$ cat src/rtl/lockin_pkg.sv
// Shared constants for the lock-in demodulator accumulator chain.
package lockin_pkg;

  localparam int LI_WIN   = 32;
  localparam int LI_WOUT  = 64;
  localparam int LI_CNT_W = 32;

  localparam logic signed [LI_WOUT-1:0] LI_SAT_MAX = {1'b0, {(LI_WOUT-1){1'b1}}};
  localparam logic signed [LI_WOUT-1:0] LI_SAT_MIN = {1'b1, {(LI_WOUT-1){1'b0}}};

endpackage

$ cat src/rtl/lockin_sat_add.sv
// Combinational signed saturating adder shared by the lock-in accumulators.
module lockin_sat_add
  import lockin_pkg::*;
#(
  parameter int w = LI_WOUT
) (
  input  logic signed [w-1:0] a,
  input  logic signed [w-1:0] b,
  output logic signed [w-1:0] sum,
  output logic                ovf
);

  localparam logic signed [w-1:0] SAT_MAX = {1'b0, {(w-1){1'b1}}};
  localparam logic signed [w-1:0] SAT_MIN = {1'b1, {(w-1){1'b0}}};

  // Overflow is only possible when both operands share a sign and the result flips it.
  function automatic logic [w:0] sat_add(input logic signed [w-1:0] x,
                                         input logic signed [w-1:0] y);
    logic signed [w-1:0] raw;
    raw = x + y;
    if (!x[w-1] && !y[w-1] && raw[w-1])
      return {1'b1, SAT_MAX};
    else if (x[w-1] && y[w-1] && !raw[w-1])
      return {1'b1, SAT_MIN};
    return {1'b0, raw};
  endfunction

  assign {ovf, sum} = sat_add(a, b);

endmodule

$ cat src/rtl/lockin_integrate_dump.sv
// Integrate-and-dump low-pass stage: sums a programmable number of accepted samples per window.
module lockin_integrate_dump
  import lockin_pkg::*;
#(
  parameter int win   = LI_WIN,
  parameter int wout  = LI_WOUT,
  parameter int cnt_w = LI_CNT_W
) (
  input  logic                   clk_i,
  input  logic                   rst_i,
  input  logic signed [win-1:0]  sig_i,
  input  logic                   valid_i,
  input  logic [cnt_w-1:0]       period_i,
  input  logic                   clear_i,
  output logic signed [wout-1:0] sig_o,
  output logic                   valid_o,
  output logic                   ovf_o
);

  logic signed [wout-1:0] acc;
  logic signed [wout-1:0] sig_ext;
  logic signed [wout-1:0] sum;
  logic                   add_ovf;
  logic [cnt_w-1:0]       cnt;
  logic [cnt_w-1:0]       per_q;
  logic [cnt_w-1:0]       per_eff;
  logic [cnt_w-1:0]       per_cur;
  logic                   last;

  assign sig_ext = wout'(sig_i);

  lockin_sat_add #(.w(wout)) u_sat_add (
    .a   (acc),
    .b   (sig_ext),
    .sum (sum),
    .ovf (add_ovf)
  );

  // The first sample of a window sees the period being latched, not the stale one.
  assign per_eff = (period_i == '0) ? cnt_w'(1) : period_i;
  assign per_cur = (cnt == '0) ? per_eff : per_q;
  assign last    = (cnt == per_cur - cnt_w'(1));

  // Accumulate / dump stage boundary: all outputs registered here.
  always_ff @(posedge clk_i or posedge rst_i) begin
    if (rst_i) begin
      acc     <= '0;
      cnt     <= '0;
      per_q   <= cnt_w'(1);
      sig_o   <= '0;
      valid_o <= 1'b0;
      ovf_o   <= 1'b0;
    end else begin
      valid_o <= 1'b0;
      if (clear_i) begin
        acc   <= '0;
        cnt   <= '0;
        ovf_o <= 1'b0;
      end else if (valid_i) begin
        if (cnt == '0)
          per_q <= per_eff;
        if (add_ovf)
          ovf_o <= 1'b1;
        if (last) begin
          sig_o   <= sum;
          valid_o <= 1'b1;
          acc     <= '0;
          cnt     <= '0;
        end else begin
          acc <= sum;
          cnt <= cnt + cnt_w'(1);
        end
      end
    end
  end

endmodule

$ cat config.mk
export PLATFORM = sky130hd
export DESIGN_NAME = lockin_integrate_dump
export DESIGN_NICKNAME = d
export VERILOG_FILES = /design/src/rtl/lockin_pkg.sv /design/src/rtl/lockin_sat_add.sv /design/src/rtl/lockin_integrate_dump.sv
export SDC_FILE = /design/constraint.sdc
export NUM_CORES = 1
export LEC_CHECK = 0
export BUFFER_PORTS_ARGS = -buffer_cell sky130_fd_sc_hd__buf_4
export CAP_MARGIN = 40
export CORE_MARGIN = 10
export CORE_UTILIZATION = 57
export CTS_CLUSTER_SIZE = 16
export DETAILED_ROUTE_END_ITERATION = 6
export HOLD_SLACK_MARGIN = 0.05
export PLACE_DENSITY = 0.77
export SLEW_MARGIN = 20
export SYNTH_ARGS = -nofsm -noshare
export SYNTH_HDL_FRONTEND = slang
export SYNTH_SLANG_ARGS = --single-unit
export TNS_END_PERCENT = 20
$ cat constraint.sdc
create_clock -name clk_i -period 10.7 [get_ports clk_i]
set_input_delay 2.14 -clock clk_i [delete_from_list [all_inputs] [get_ports clk_i]]
set_output_delay 2.14 -clock clk_i [all_outputs]
set_load 0.02 [all_outputs]
# == Yosys cells after proc, flatten, opt, wreduce, memory -nomap -nowiden ==
# Index checks and enable logic that the tools add are counted.
# Widths: inputs -> output; s select.
# word_totals
inputBits,68
regBits,194
elab_cells,44
output_inout_bits,66
# classes
bitwise_logic,1
n_mux,19
n_reduce_logical,14
addsub,3
eq_ne,1
# op_table
op,count
$mux 65,3
$mux 64,3
$mux 32,5
$add 64x32->64,1
$logic_not 32->1,2
$add 32x1->32 const B,1
$eq 32x32->1,1
$sub 32x1->32 const B,1
$mux 1,8
$logic_and 1x1->1,4
$reduce_and 2->1,2
$reduce_bool 2->1,2
$logic_not 1->1,3
$reduce_and 3->1,1
$not 1->1,1

# == Depth between registers and ports, before layout ==
# Gate-level depths: netlist (run 1).
# depth
depth_word,9
ltp_mapped,23
mapped_depth_nobuf,19

# == Cells and area by module ==
# A second synthesis (run 1) with hierarchy kept.
# hier_totals
cells_unflattened,1642
area_unflattened_um2,14809.2
# modules_own_cells
mod,area_per_inst_um2,seq_area_each_um2,instances,cells_per_inst
lockin_integrate_dump,10497.6,4855.9,1,974
lockin_sat_add,4311.6,0.0,1,668

# == Least setup slack after synthesis (run 1) ==
# No wires, ideal clock.
# synth_path
path_type,input-to-reg
from,in period_i[26]
to,reg acc[10]
arrival_ns,6.619
cell_stages,19
slack_ns,3.961
setup_time_ns,0.121
t_required_ns,10.579
n_path_buf,2
path_cell_list,or4_1 -> or4_4 -> or3_4 -> a2bb2oi_2 -> inv_1 -> ha_1 -> nor3b_1 -> nand3_1 -> a2111oi_0 -> a21o_1 -> or3_1 -> mux2_2 -> nor3_1 -> nand4b_1 -> a2111oi_4 -> or3_2 -> buf_6 -> buf_6 -> o21ai_1
# synth_between
elab_chain_cells,8
# synth_rtl
item,line_no,source
start: declaration,lockin_integrate_dump.sv:13,"input logic [cnt_w-1:0] period_i,"
$logic_not 32->1,lockin_integrate_dump.sv:40,assign per_eff = (period_i == '0) ? cnt_w'(1) : period_i;
$mux 32 *,lockin_integrate_dump.sv:40,
$mux 32 *,-,
$sub 32x1->32 *,lockin_integrate_dump.sv:42,assign last = (cnt == per_cur - cnt_w'(1));
$eq 32x32->1 *,lockin_integrate_dump.sv:42,
$mux 64 *,lockin_integrate_dump.sv:64,if (last) begin
$mux 64 *,lockin_integrate_dump.sv:59,end else if (valid_i) begin
$mux 64 *,lockin_integrate_dump.sv:55,if (clear_i) begin
end signal: assignment,lockin_integrate_dump.sv:70,acc <= sum;
end: declaration,lockin_integrate_dump.sv:20,logic signed [wout-1:0] acc;
# Every way passes the cells marked *; elsewhere a longest branch is shown, timed or not. The select of a mux whose other input is x is not followed.
# A chain may end at the register's enable or synchronous reset.

# == Worst setup path in the final report (run 1) ==
# layout_path
from,in period_i[26]
to,reg acc[51]
# The elaborated chain is that of the path after synthesis.

==> impl_metrics.json, run 1 <==
{
  "synth_edf_count": 0,
  "ys_top_cells_by_area": "dfrtp_1 34%, ha_1 6.0%, nand2_1 5.3%",
  "netlist_instances": 1700,
  "pre_cts_ws_ns": 2.974,
  "setup_tns_ns": 0,
  "vias": 13350,
  "tritoncts": "built",
  "slew_violations": 0,
  "yosysTopAreaCell": "dfrtp_1",
  "crit_type": "primary input to flip-flop",
  "ys_ff_latch": 194,
  "min_period_ns": 7.301,
  "final_nets": 1900,
  "die_h_um": 177.8,
  "hold_buffers": 0,
  "reg2reg_depth": 22,
  "cts_root_buf": "clkbuf_16",
  "setup_violations": 0,
  "first_global_vias": 13170,
  "grt_antenna_before_repair": 0,
  "r2r_slack_ns": 4.10,
  "slowest_delay_ns": 0.58,
  "routed_wl_um": 42200,
  "h-tree-depth": 4,
  "cts_inserted_buffers": 17,
  "fin_skew_ns": 0.01827,
  "peakVddDrop_uv": 99.00,
  "track_usage": 0.2652,
  "drc": 0,
  "synthesis.nets": 1837,
  "drt_iter0_drc": 1124,
  "holdCritPathClass": "flip-flop to flip-flop",
  "rows": 57,
  "hold_viol": 0,
  "vias_per_cell": 6.357,
  "clkLatencyLatePin_ns": 0.46,
  "hpwlAfterDp_um": 30940,
  "drive_above_1_share": 0.1385,
  "syn_area_mm2": 0.01419,
  "worstPathCellList": "buf_4, or4_1, or4_4, or3_4, a2bb2oi_2, inv_1, ha_1, nor3b_1, nand3_1, a2111oi_0, a21o_1, or3_1, mux2_2, nor3_1, nand4b_1, a2111oi_4, buf_4, or3_2, buf_12, o21ai_0",
  "powerDensity_mw_per_mm2": 159.2,
  "fillers": 2123,
  "synthArstFlopShare": 1.000,
  "start_kind": "primary input",
  "max_freq_mhz": 137.0,
  "grt_max_degree": 98,
  "rr_startpoint": "cnt[0]",
  "synth_top_area_frac": 0.3404,
  "area_growth_pct": 12.65,
  "max_cap_viol_count": 0,
  "crit_family": "simple AND/OR/NAND/NOR gates",
  "rr_endpoint": "acc[51]",
  "leakagePower_nw": 7.037,
  "wl_per_cell_um": 20.09,
  "grt-ovfl-total": 0,
  "drt_first_pass_iters": 5,
  "gp_congestion": 1.018,
  "syn_avg_cell_area_um2": 8.345,
  "synth_cell_types": 76,
  "hold_start": "sig_o[18]",
  "fin_cells": 2100,
  "synth_top_flop_cell": "dfrtp_1",
  "antenna_cells": 0,
  "cts_resized": 0,
  "numClockSinks": 194,
  "dieArea_mm2": 0.03160,
  "cp_common_cell": "buf_4",
  "die_w_um": 177.8,
  "yosysWarnings": 0,
  "antenna_left": 0,
  "clk_path_buf_depth": 2,
  "cpMaxStageDelayCell": "or4_1",
  "layout_setup_ws_ns": 3.399,
  "endpoint_kind": "flip-flop",
  "path_clk_slew_ns": 0.08,
  "grt_pass1_wl_um": 68680,
  "whs_endpoint": "sig_o[18]",
  "whs_path_depth": 2,
  "worstPathMaxFanout": 36,
  "critPathBufInv": 4,
  "outcome": "finished clean",
  "slew_headroom": 0.4582,
  "core_mm2": 0.02439,
  "rsz0062_at_grt": "no",
  "crit_arrival_ns": 7.63,
  "port_buffers": 133,
  "tightest_slew_ns": 0.7923,
  "holdWs_ns": 0.4829,
  "ioPinCount": 134,
  "placed_cells": 2068,
  "ys_seq_area_frac": 0.3423,
  "worstPathRequired_ns": 11.03,
  "fin_crit_sh": 0.6823,
  "post_cts_buffers": 0,
  "start_util": 0.5816
}
==> through the flow <==
stage	util	area, um^2	total power [mW]
6_report	0.6552	15980	2.545
5_1_grt	0.6552	15980	2.693
4_1_cts	0.6552	15980	2.534
3_5_place_dp	0.6315	15400	1.877
3_3_place_gp	0.6273	15300	1.857
2_1_floorplan	-	14190	1.618
==> sequential cells by signal, indices dropped and copies added, names as in the netlist <==
register  flops
acc          64
sig_o        64
cnt          32
per_q        32
ovf_o         1
valid_o       1
==> cells in the final DEF (no fill, tap or decap), types with 9 or more instances in the layout <==
| master | count |
|---|---|
| a211oi_1 | 22 |
| a21o_1 | 36 |
| a21oi_1 | 99 |
| a31oi_1 | 12 |
| and3_1 | 23 |
| and4_1 | 10 |
| buf_4 | 149 |
| clkbuf_16 | 17 |
| dfrtp_1 | 193 |
| ha_1 | 68 |
| inv_1 | 31 |
| mux2_2 | 35 |
| mux2i_1 | 21 |
| nand2_1 | 199 |
| nand2b_1 | 30 |
| nand3_1 | 47 |
| nand4_1 | 34 |
| nand4b_1 | 12 |
| nor2_1 | 142 |
| nor3_1 | 49 |
| nor4_1 | 37 |
| o211ai_1 | 15 |
| o21a_1 | 9 |
| o21ai_0 | 112 |
| o21ai_1 | 20 |
| o21bai_1 | 13 |
| o31ai_1 | 59 |
| or2_2 | 9 |
| or3_1 | 24 |
| or4_1 | 12 |
| xnor2_1 | 80 |
| xor2_1 | 44 |
==> area by class of cell <==
type	count	area, um^2	area share
clock buffers	20	466.7	0.02920
clock inverters	12	111.4	0.006968
inverters	32	127.6	0.007986
multi-input cells	1365	8792	0.5502
flip-flops and latches	194	4856	0.3039
well taps	324	405.4	0.02537
repair buffers	153	1221	0.07642
==> worst max-delay path by stage <==
stage,start,end,slack (ns),cells past startpoint
after floorplan,rst_i,acc[0],3.28,1
after global placement,period_i[26],acc[59],2.76,19
after detailed placement,period_i[26],acc[61],2.97,20
after CTS,period_i[26],acc[61],3.42,20
after global routing,period_i[26],acc[40],3.17,20
final,period_i[26],acc[51],3.40,20
==> cells by family (layout without fill, tap and decap cells) <==
family / Yosys count / count (layout) / share of synthesized area
and+or+nand+nor: 659 / 659 / 0.2292
adders and majority gates: 69 / 69 / 0.06139
DFF: 194 / 194 / 0.3423
AOI/OAI and AO/OA: 457 / 457 / 0.2079
buffers and inverters: 141 / 217 / 0.04004
xor gates and xnor gates: 124 / 124 / 0.07656
muxes: 56 / 56 / 0.04260
==> worst reg2reg max path: cells and delay by family, from the launching register on <==
kind / cells / cell delay [ns]
buffers and inverters: 5 / 1.21
adders and majority gates: 2 / 0.50
AOI/OAI and AO/OA: 5 / 1.48
muxes: 2 / 0.61
and+or+nand+nor: 8 / 2.20
DFF: 1 / 0.48
==> Yosys cell counts (6+ instances only) <==
| cell | n |
|---|---|
| a211oi_1 | 22 |
| a21o_1 | 36 |
| a21oi_1 | 99 |
| a22o_1 | 7 |
| a31oi_1 | 12 |
| and2_1 | 7 |
| and3_1 | 23 |
| and4_1 | 10 |
| buf_1 | 8 |
| buf_2 | 13 |
| clkbuf_1 | 85 |
| dfrtp_1 | 193 |
| ha_1 | 68 |
| inv_1 | 32 |
| mux2_2 | 35 |
| mux2i_1 | 21 |
| nand2_1 | 199 |
| nand2b_1 | 30 |
| nand3_1 | 48 |
| nand4_1 | 34 |
| nand4b_1 | 12 |
| nor2_1 | 144 |
| nor2b_1 | 6 |
| nor3_1 | 49 |
| nor4_1 | 37 |
| nor4b_1 | 6 |
| o211ai_1 | 15 |
| o21a_1 | 9 |
| o21ai_0 | 112 |
| o21ai_1 | 20 |
| o21bai_1 | 13 |
| o31ai_1 | 59 |
| or2_2 | 9 |
| or3_1 | 24 |
| or4_1 | 12 |
| xnor2_1 | 80 |
| xor2_1 | 44 |
==> layer usage <==
metal  part of all wire  track usage  vias up
li1                   -            -     6330
met1               0.43       0.3324     6433
met2               0.48       0.4483      499
met3              0.064      0.04930       87
met4              0.027      0.09344        0
met5                  0            0        -
==> report_power, final <==
group | total, mW | internal [mW] | switching, mW
Combinational | 0.988 | 0.387 | 0.601
Clock | 0.658 | 0.326 | 0.332
Sequential | 0.899 | 0.813 | 0.0856
Total | 2.54 | 1.53 | 1.02
Note: power is estimated with default switching activity, not from simulation.
==> inputs of run 2 (changes only) <==
clock period = 6.9 ns   (was 10.7 ns; I/O delays follow)
==> run 2 against run 1 <==
Against the previous run: combinational power increased by 56%; first-iteration DRC count decreased by 1.2%; clock power increased by 72%; cell area increased by 0.81%; largest cell class unchanged; non-clock buffer count increased by 5; register-to-register slack got worse by 3.2 ns.
==> impl_metrics.json, run 2 (same netlist as run 1, synthesis figures left out) <==
{
  "placed_cell_area_mm2": 0.01539,
  "peakVddDrop_uv": 209.8,
  "first_global_vias": 13240,
  "grtUsageMet1": 0.3315,
  "setup_violations": 0,
  "h-tree-depth": 4,
  "largestRegisters": "acc x64, sig_o x64",
  "area_growth_pct": 13.57,
  "die_h_um": 177.8,
  "clkPwrFrac": 0.278,
  "hpwlAfterDp_um": 30770,
  "slowest_delay_ns": 0.59,
  "crit_type": "primary input to flip-flop",
  "gp_congestion": 0.9620,
  "rows": 57,
  "vias": 13440,
  "antenna_left": 0,
  "drc": 0,
  "met3_usage": 0.04760,
  "start_kind": "primary input",
  "setup_tns_ns": 0,
  "numClockSinks": 194,
  "tritoncts": "built",
  "cts_inserted_buffers": 17,
  "routed_wl_um": 42240,
  "regArea_mm2": 0.004856,
  "p_sw_frac": 0.3871,
  "tightest_slew_ns": 0.8215,
  "endpoint_kind": "flip-flop",
  "post_cts_buffers": 0,
  "rsz0062_at_grt": "no",
  "start_util": 0.5816,
  "grt_pass1_wl_um": 68370,
  "core_mm2": 0.02439,
  "fin_skew_ns": 0.01962,
  "drt_iter0_drc": 1110,
  "holdCritPathClass": "flip-flop to flip-flop",
  "cts_root_buf": "clkbuf_16",
  "p_seq_frac": 0.343,
  "drt_first_pass_iters": 5,
  "die_w_um": 177.8,
  "leakagePower_nw": 7.109,
  "cpMaxStageDelayCell": "or4_4",
  "power.switching_mw": 1.576,
  "pwr-share-comb": 0.379,
  "fin_area_mm2": 0.01611,
  "worstPathMaxFanout": 102,
  "powerDensity_mw_per_mm2": 252.6,
  "final_nets": 1905,
  "worstPathCellList": "buf_4, or4_1, or4_4, or3_4, a2bb2oi_2, inv_1, ha_1, nor3b_1, nand3_1, a2111oi_0, a21o_1, or3_1, mux2_2, nor4_1, and4_1, nand3_4, buf_12, o31ai_1",
  "wl_per_cell_um": 20.06,
  "ioPinCount": 134,
  "dieArea_mm2": 0.03160,
  "use_met2": 0.4449,
  "final_common_cell": "nand2_1",
  "grt_antenna_before_repair": 1,
  "crit_arrival_ns": 6.70,
  "drive_above_1_share": 0.1409,
  "final_cell_mix": "199 x nand2_1, 193 x dfrtp_1, 153 x buf_4, 142 x nor2_1, 112 x o21ai_0",
  "outcome": "finished clean",
  "max_cap_viol_count": 0,
  "worstPathRequired_ns": 7.24,
  "vias_per_cell": 6.381,
  "fillers": 2087,
  "port_buffers": 133,
  "slew_violations": 0,
  "track_usage": 0.2634,
  "fin_crit_sh": 0.9221,
  "path_clk_slew_ns": 0.09,
  "clkLatencyLatePin_ns": 0.45,
  "max_freq_mhz": 157.2,
  "grt-ovfl-total": 0,
  "slew_headroom": 0.4382,
  "hold_buffers": 0,
  "clk_path_buf_depth": 2,
  "p_int_mw": 2.494,
  "min_period_ns": 6.363,
  "multi_input_area_mm2": 0.008792,
  "grt_max_degree": 103,
  "hold_viol": 0,
  "busiest_layer": "met2",
  "cts_resized": 0
}
[run 2: power groups by stage]
stage               clock network, mW  logic (mW)  registers [mW]
floorplan                           0        1.15            1.36
global placement                    0        1.48            1.40
detailed placement                  0        1.50            1.41
CTS                              1.15        1.51            1.39
global route                     1.19        1.70            1.41
finish                           1.13        1.54            1.39
[run 2: critical path: cells and delay by family]
family / cells / cell delay [ns]
and+or+nand+nor: 9 / 3.31
AOI/OAI and AO/OA: 4 / 0.82
buffers and inverters: 3 / 0.52
muxes: 1 / 0.30
adders and majority gates: 1 / 0.28
[run 2: through the flow]
step	hold slack, ns	cells	setup WS, ns	total power, mW	utilization
finish	0.4834	2106	0.5372	4.070	0.6605
global route	0.5117	2105	0.2967	4.301	0.6604
CTS	0.4880	2103	0.6403	4.051	0.6582
detailed placement	0.4683	2071	0.1772	2.910	0.6310
global placement	0.4645	2070	0.3499	2.884	0.6301
floorplan	0.4526	1700	0.2378	2.509	-
[run 2: cell type report]
class                      instances  share of cell area
antenna                            1           0.0001553
clock buffer                      17             0.02641
clock inverter                    15             0.01476
inverter                          32            0.007922
multi-input combinational       1365              0.5457
sequential                       194              0.3014
tap                              324             0.02516
timing repair buffer             158             0.07844
[run 2: per-layer routing]
layer	share of wire	vias up
li1	-	6352
met5	0	-
met3	0.066	92
met1	0.43	6455
met4	0.027	0
met2	0.48	539
[run 2: path summary, 6_finish.rpt]
kind                               from         to  depth (start not counted)  slack, ns
max in group asynchronous         rst_i    acc[59]                          4       4.88
min reg2reg                   sig_o[18]  sig_o[18]                          2       0.48
max                        period_i[26]  sig_o[45]                         18       0.54
min in group asynchronous         rst_i  per_q[26]                          2       0.96
max reg2reg                      cnt[0]  sig_o[45]                         19       0.92
min                           sig_o[18]  sig_o[18]                          2       0.48
